$ cat src/rtl/fir_coeff_loader.sv
// Serial coefficient loader: fills a shadow bank over valid/ready, then commits it atomically.
// Optional idle-beat timeout in LOAD is compiled in with FIR_COEFF_LOADER_TIMEOUT_EN.
module fir_coeff_loader #(
    parameter int unsigned COEFF_WIDTH    = 8,
    parameter int unsigned NUM_TAPS       = 4,
    parameter logic [COEFF_WIDTH*NUM_TAPS-1:0] DEFAULT_COEFFS = {8'd4, 8'd3, -8'd1, -8'd2},
    parameter int unsigned TIMEOUT_CYCLES = 16
) (
    input  logic                            clk_i,
    input  logic                            rst_i,
    input  logic                            load_start_i,
    input  logic [COEFF_WIDTH-1:0]          coeff_in_i,
    input  logic                            coeff_valid_i,
    output logic                            coeff_ready_o,
    output logic                            load_busy_o,
    output logic                            load_done_o,
    output logic                            load_error_o,
    output logic                            coeff_update_o,
    output logic [COEFF_WIDTH*NUM_TAPS-1:0] packed_coeffs_o
);

    localparam int unsigned BankW = COEFF_WIDTH * NUM_TAPS;
    localparam int unsigned IdxW  = (NUM_TAPS > 1) ? $clog2(NUM_TAPS) : 1;
    localparam logic [IdxW-1:0] LastIdx = IdxW'(NUM_TAPS - 1);

    typedef enum logic [1:0] {
        StIdle,
        StLoad,
        StCommit
    } state_e;

    state_e            state_q, state_d;
    logic [IdxW-1:0]   idx_q, idx_d;
    logic [BankW-1:0]  shadow_q, shadow_d;
    logic [BankW-1:0]  packed_q, packed_d;
    logic              done_q, done_d;
    logic              error_q, error_d;
    logic              update_q, update_d;

`ifdef FIR_COEFF_LOADER_TIMEOUT_EN
    localparam int unsigned TmoW = $clog2(TIMEOUT_CYCLES + 1);
    localparam logic [TmoW-1:0] TmoLast = TmoW'(TIMEOUT_CYCLES - 1);

    logic [TmoW-1:0]   tmo_q, tmo_d;
`endif

    always_ff @(posedge clk_i) begin
        if (rst_i) begin
            state_q  <= StIdle;
            idx_q    <= '0;
            shadow_q <= '0;
            packed_q <= DEFAULT_COEFFS;
            done_q   <= 1'b0;
            error_q  <= 1'b0;
            update_q <= 1'b0;
`ifdef FIR_COEFF_LOADER_TIMEOUT_EN
            tmo_q    <= '0;
`endif
        end else begin
            state_q  <= state_d;
            idx_q    <= idx_d;
            shadow_q <= shadow_d;
            packed_q <= packed_d;
            done_q   <= done_d;
            error_q  <= error_d;
            update_q <= update_d;
`ifdef FIR_COEFF_LOADER_TIMEOUT_EN
            tmo_q    <= tmo_d;
`endif
        end
    end

    always_comb begin
        state_d  = state_q;
        idx_d    = idx_q;
        shadow_d = shadow_q;
        packed_d = packed_q;
        done_d   = 1'b0;
        error_d  = 1'b0;
        update_d = 1'b0;
`ifdef FIR_COEFF_LOADER_TIMEOUT_EN
        tmo_d    = tmo_q;
`endif

        unique case (state_q)
            StIdle: begin
                if (load_start_i) begin
                    state_d = StLoad;
                    idx_d   = '0;
`ifdef FIR_COEFF_LOADER_TIMEOUT_EN
                    tmo_d   = '0;
`endif
                end
            end

            StLoad: begin
                // A restart wins over a beat presented in the same cycle; that beat is dropped.
                if (load_start_i) begin
                    error_d = 1'b1;
                    idx_d   = '0;
`ifdef FIR_COEFF_LOADER_TIMEOUT_EN
                    tmo_d   = '0;
`endif
                end else if (coeff_valid_i) begin
                    shadow_d[int'(idx_q)*COEFF_WIDTH +: COEFF_WIDTH] = coeff_in_i;
`ifdef FIR_COEFF_LOADER_TIMEOUT_EN
                    tmo_d = '0;
`endif
                    if (idx_q == LastIdx) begin
                        state_d = StCommit;
                    end else begin
                        idx_d = idx_q + 1'b1;
                    end
`ifdef FIR_COEFF_LOADER_TIMEOUT_EN
                end else if (tmo_q == TmoLast) begin
                    error_d = 1'b1;
                    state_d = StIdle;
                    idx_d   = '0;
                    tmo_d   = '0;
                end else begin
                    tmo_d = tmo_q + 1'b1;
`endif
                end
            end

            StCommit: begin
                packed_d = shadow_q;
                done_d   = 1'b1;
                update_d = 1'b1;
                state_d  = StIdle;
                idx_d    = '0;
            end

            default: begin
                state_d = StIdle;
                idx_d   = '0;
            end
        endcase
    end

    assign coeff_ready_o   = (state_q == StLoad);
    assign load_busy_o     = (state_q == StLoad) || (state_q == StCommit);
    assign load_done_o     = done_q;
    assign load_error_o    = error_q;
    assign coeff_update_o  = update_q;
    assign packed_coeffs_o = packed_q;

    a_params_legal: assert property (@(posedge clk_i)
        (NUM_TAPS >= 2) && (TIMEOUT_CYCLES >= 1));

    a_done_error_excl: assert property (@(posedge clk_i) disable iff (rst_i)
        !(load_done_o && load_error_o));

    a_update_with_done: assert property (@(posedge clk_i)
        coeff_update_o == load_done_o);

    // Outside reset, the filter-facing set may only move together with the update strobe.
    a_packed_stable: assert property (@(posedge clk_i) disable iff (rst_i)
        $changed(packed_coeffs_o) |-> (coeff_update_o || $past(rst_i)));

endmodule
$ cat config.mk
export PLATFORM = sky130hd
export DESIGN_NAME = fir_coeff_loader
export DESIGN_NICKNAME = d
export VERILOG_FILES = /design/src/rtl/fir_coeff_loader.sv
export SDC_FILE = /design/constraint.sdc
export NUM_CORES = 1
export LEC_CHECK = 0
export CORE_MARGIN = 5
export CORE_UTILIZATION = 40
export CTS_CLUSTER_DIAMETER = 80
export DETAILED_ROUTE_END_ITERATION = 10
export SYNTH_ARGS = -nofsm -noshare
export SYNTH_HDL_FRONTEND = slang
export SYNTH_SLANG_ARGS = --single-unit
$ cat constraint.sdc
create_clock -name clk_i -period 2.25 [get_ports clk_i]
set_input_delay 0.5625 -clock clk_i [delete_from_list [all_inputs] [get_ports clk_i]]
set_output_delay 0.5625 -clock clk_i [all_outputs]
set_load 0.01 [all_outputs]
# After elaboration in Yosys (flattened, before gate mapping)
# Index checks and enable logic that the tools add are counted.
# word_totals
ff_bits	70
latchBits	0
mem_bits_rw	0
mem_bits_ro	0
inputBits	12
output_inout_bits	37
wordCells	40
mem_count	0
# classes
n_addsub	2
mul	0
n_div	0
order_cmp	0
eq_ne	9
n_shift	2
mux	13
bitwise	2
reduce_logical	6
# ops
cell	n
negator 5 -> 34 bit	1
variable shift 8 x 34 -> 32 bit, first input constant	1
variable part select 8 x 34 -> 32 bit	1
bitwise mux 32 bit	1
two-way mux 2 bit	8
one-hot mux 2 bit (2 select lines)	2
inequality test 2 bit, second input constant	3
inequality test 3 bit, second input constant	2
AND reduction 3 bit	2
== test 2 bit, second input constant	2
AND reduction 4 bit	1
adder 2 x 1 -> 2 bit, second input constant	1
== test 2 x 1 -> 1 bit, second input constant	1
zero test 2 bit	1
two-way mux 1 bit	2
inequality test 2 x 1 -> 1 bit, second input constant	1
NOT 1 bit	2
OR reduction 2 bit	1
logical OR 1 bit	1

# Logic depth before layout (Yosys ltp)
# logic_depth
word_depth	5
depth_mapped	6
mapped_depth_nobuf	5

# Worst setup path before layout
# OpenSTA, ideal clock, no wires.
# synth_timing
path_kind	reg-to-reg
start	register idx_q[0]
end	register shadow_q[24]
setup_ns	0.092
arrival_ns	1.547
t_required_ns	2.158
path_slack_ns	0.611
stages_incl_launch_ff	6
n_path_buf	0
period_less_slack_ns	1.639
cell_sequence	dfxtp_1 -> inv_1 -> ha_1 -> nor3b_1 -> nand3b_1 -> o32ai_1
# synth_between
elab_chain_cells	3
word_cells_on_any_way	4
cone_classes	add/sub: 1; shift: 2; mux: 1
# synth_rtl
element	line_no	text
start, declared	33	logic [IdxW-1:0] idx_q, idx_d;
start signal, assigned	61	idx_q <= idx_d;
negator 5 -> 34 bit *	105	shadow_d[int'(idx_q)*COEFF_WIDTH +: COEFF_WIDTH] = coeff_in_i;
variable part select 8 x 34 -> 32 bit / variable shift 8 x 34 -> 32 bit (equally long branches)	105	
bitwise mux 32 bit *	105	
end signal, assigned	62	shadow_q <= shadow_d;
end, declared	34	logic [BankW-1:0] shadow_q, shadow_d;
# Mark *: on every way between the ends. The rest lies on a longest branch, timed or not.
# A chain may end at the register's enable or synchronous reset.

# Worst setup path in the final report
# layout_timing
start	register state_q[1]
end	output port load_busy_o
# layout_between
elab_chain_cells	2
word_cells_on_any_way	3
cone_classes	eq/ne: 2; reduce/logical: 1
# layout_rtl
element	line_no	text
start, declared	32	state_e state_q, state_d;
start signal, assigned	49	state_q <= StIdle;
start signal, assigned	60	state_q <= state_d;
== test 2 x 1 -> 1 bit / == test 2 bit (equally long branches)	142	assign load_busy_o = (state_q == StLoad) || (state_q == StCommit);
logical OR 1 bit *	142	
end, declared	15	output logic load_busy_o,
# Marked as above.

==> flow_metrics.env <==
export IMPL_first_pass_iters=4
export IMPL_critPathTopFamily="buffers and inverters"
export IMPL_num_antenna_cells=0
export IMPL_tightest_slew_ps=599
export IMPL_port_buffers=48
export IMPL_yosysUniqueCellTypes=31
export IMPL_holdWs_ps=472
export IMPL_clkLatencyLatePin_ps=340
export IMPL_hp_start="shadow_q[5]"
export IMPL_fin_crit_ps=2180
export IMPL_synthXorXnorAreaFrac=0
export IMPL_yosysSeqAreaShare=0.496
export IMPL_path_buf_inv=2
export IMPL_worst_slew_margin_rel=0.601
export IMPL_crit_start="state_q[1]"
export IMPL_fin_area_um2=3600
export IMPL_drc=0
export IMPL_crit_chain="inv_1 > ha_1 > clkdlybuf4s50_1"
export IMPL_wl_um=6080
export IMPL_cp_start_kind="register"
export IMPL_ctsHoldBuffers=0
export IMPL_netlist_top_cells_area="dfxtp_1 (50%), o32ai_1 (8.7%), mux2i_1 (5.7%), a211o_1 (5.6%), nor2b_1 (4.9%)"
export IMPL_peakVddDrop_v=0.000512
export IMPL_synth_top_family_by_area="compound AO/OA/AOI/OAI gates"
export IMPL_final_util=0.527
export IMPL_placed_area_um2=3400
export IMPL_start_util=0.414
export IMPL_die_h_um=94.1
export IMPL_viasPerCell=4.93
export IMPL_seq_area_um2=1400
export IMPL_drv_cap=0
export IMPL_final_cell_mix="dfxtp_1 (69), clkdlybuf4s50_1 (47), inv_1 (33)"
export IMPL_slew_violations=0
export IMPL_syn_num_nets=300
export IMPL_grt_antenna_before_repair=0
export IMPL_hpwlAfterDp_um=4290
export IMPL_synth_area_um2=2830
export IMPL_power_leakage_nw=1.23
export IMPL_final_hold_violation_count=0
export IMPL_htree_num_levels=3
export IMPL_cts_reportedPaths_clkPinSlew_ps=70
export IMPL_synth_simple_area_share=0.158
export IMPL_core_area_um2=6830
export IMPL_grt_pass1_vias=2087
export IMPL_path_max_fanout=3
export IMPL_r2r_start="idx_q[1]"
export IMPL_fin_crit_sh=0.967
export IMPL_nets=348
export IMPL_cts_sinks=70
export IMPL_cts_buffers_inserted=9
export IMPL_synthMuxAreaShare=0.0567
export IMPL_cp_arrival_ps=1610
export IMPL_yosys_area_top_type="dfxtp_1"
export IMPL_cts_root_buf="clkbuf_8"
export IMPL_synth_top_area_frac=0.496
export IMPL_crit_path_end_kind="primary output"
export IMPL_multi_input_area_um2=1220
export IMPL_place_ws_ps=88.0
export IMPL_synth_compound_area_frac=0.166
export IMPL_grt_overflow=0
export IMPL_fin_tns_setup_ps=0
export IMPL_finalSetupViolations=0
export IMPL_avgRoutedWirePerCell_um=14.2
export IMPL_synth_warnings=0
export IMPL_grt_usage=0.148
export IMPL_post_cts_buffers=0
export IMPL_rsz0062_at_grt="yes"
export IMPL_stdcell_count=427
export IMPL_drive_above_1_share=0.0997
export IMPL_p_per_area_nw_per_um2=860
export IMPL_max_stage_delay_ps=530
export IMPL_final_common_cell="dfxtp_1"
export IMPL_die_w_um=94.1
export IMPL_nFillCells=672
export IMPL_placedCellCount=411
export IMPL_grt_pass1_wl_um=10100
export IMPL_syn_area_per_cell_um2=10.2
export IMPL_grt_start_max_net_pins=39
export IMPL_hold_path_class="reg2reg"
export IMPL_clock_path_buffers=2
export IMPL_dr_first_iter_drc_count=94
export IMPL_synthesis_instances=278
export IMPL_synth_seq_cells=70
export IMPL_outcome="complete, no violations"
export IMPL_post_route_worst_setup_slack_ps=74.6
export IMPL_syn2layout_area_growth_pct=27.4
export IMPL_vias=2103
export IMPL_crit_type="reg2out"
export IMPL_gp_congestion=0.812
export IMPL_required_ps=1690
export IMPL_cts_tree="done"
export IMPL_fp_dieArea_um2=8850
export IMPL_synthAdderAreaFrac=0.0443
export IMPL_io_pins=49
export IMPL_power_mw=3.10
export IMPL_ant_nets=0
export IMPL_crit_path_top_delay_cell="clkdlybuf4s50_1"
export IMPL_rows=30
export IMPL_max_freq_ghz=0.460
export IMPL_fin_skew_ps=5.02
kinds of logic after synthesis:
kind of cell               after synthesis
adders and majority gates               10
buffers and inverters                   53
AOI/OAI and AO/OA                       56
and+or+nand+nor                         73
muxes                                   16
DFF                                     70
sequential cells by signal, indices dropped and copies added (netlist names):
name / count
coeff_update_o: 1
idx_q: 2
load_error_o: 1
packed_coeffs_o: 32
shadow_q: 32
state_q: 2
where the power goes:
part / switching [mW] / leakage, nW / internal (mW)
sequential: 0.0551 / 0.566 / 1.34
clock: 0.443 / 0.0954 / 0.487
combinational: 0.359 / 0.563 / 0.410
repair_timing:
| action | 4_1_cts | 5_1_grt |
|---|---|---|
| pin swaps | 0 | 0 |
| resized for setup | 1 | 2 |
| endpoints found under the setup margin | 1 | 2 |
| gates cloned | 0 | 0 |
synthesized netlist by cell type (all sizes together):
cell type / n
a222oi: 1
and4b: 4
nand3b: 1
clkbuf: 8
nand4: 3
nor4b: 1
inv: 34
dfxtp: 70
mux2i: 16
ha: 10
or3: 1
o32ai: 28
a21o: 1
o211ai: 1
nor2: 16
a21oi: 4
nand3: 3
nor3b: 1
o31ai: 1
nand2b: 17
nand4b: 1
o21ai: 1
buf: 11
a21boi: 1
a211o: 18
nor2b: 22
nand2: 3
routing by layer:
metal  part of all wire  vias to the layer above  GRT usage  wire (um)
met2               0.46                       37      0.237       2820
met3              0.042                       11     0.0505        256
li1                   -                     1079          -          -
met5                  0                        -          0          0
met4              0.018                        0     0.0554        107
met1               0.48                      976      0.184       2890
worst paths after layout:
path,endpoint,slack [ps],depth (start not counted)
min,packed_coeffs_o[5],470,1
max reg2reg,shadow_q[26],470,5
max,load_busy_o,70,3
min reg2reg,packed_coeffs_o[5],470,1
layout make-up:
type | instances | share of cell area
flip-flops and latches | 70 | 0.390
multi-input cells | 155 | 0.338
repair buffers | 56 | 0.152
clock buffers | 13 | 0.0469
inverters | 34 | 0.0354
well taps | 96 | 0.0334
clock inverters | 3 | 0.00486
Power figures use the tool's default switching activity.
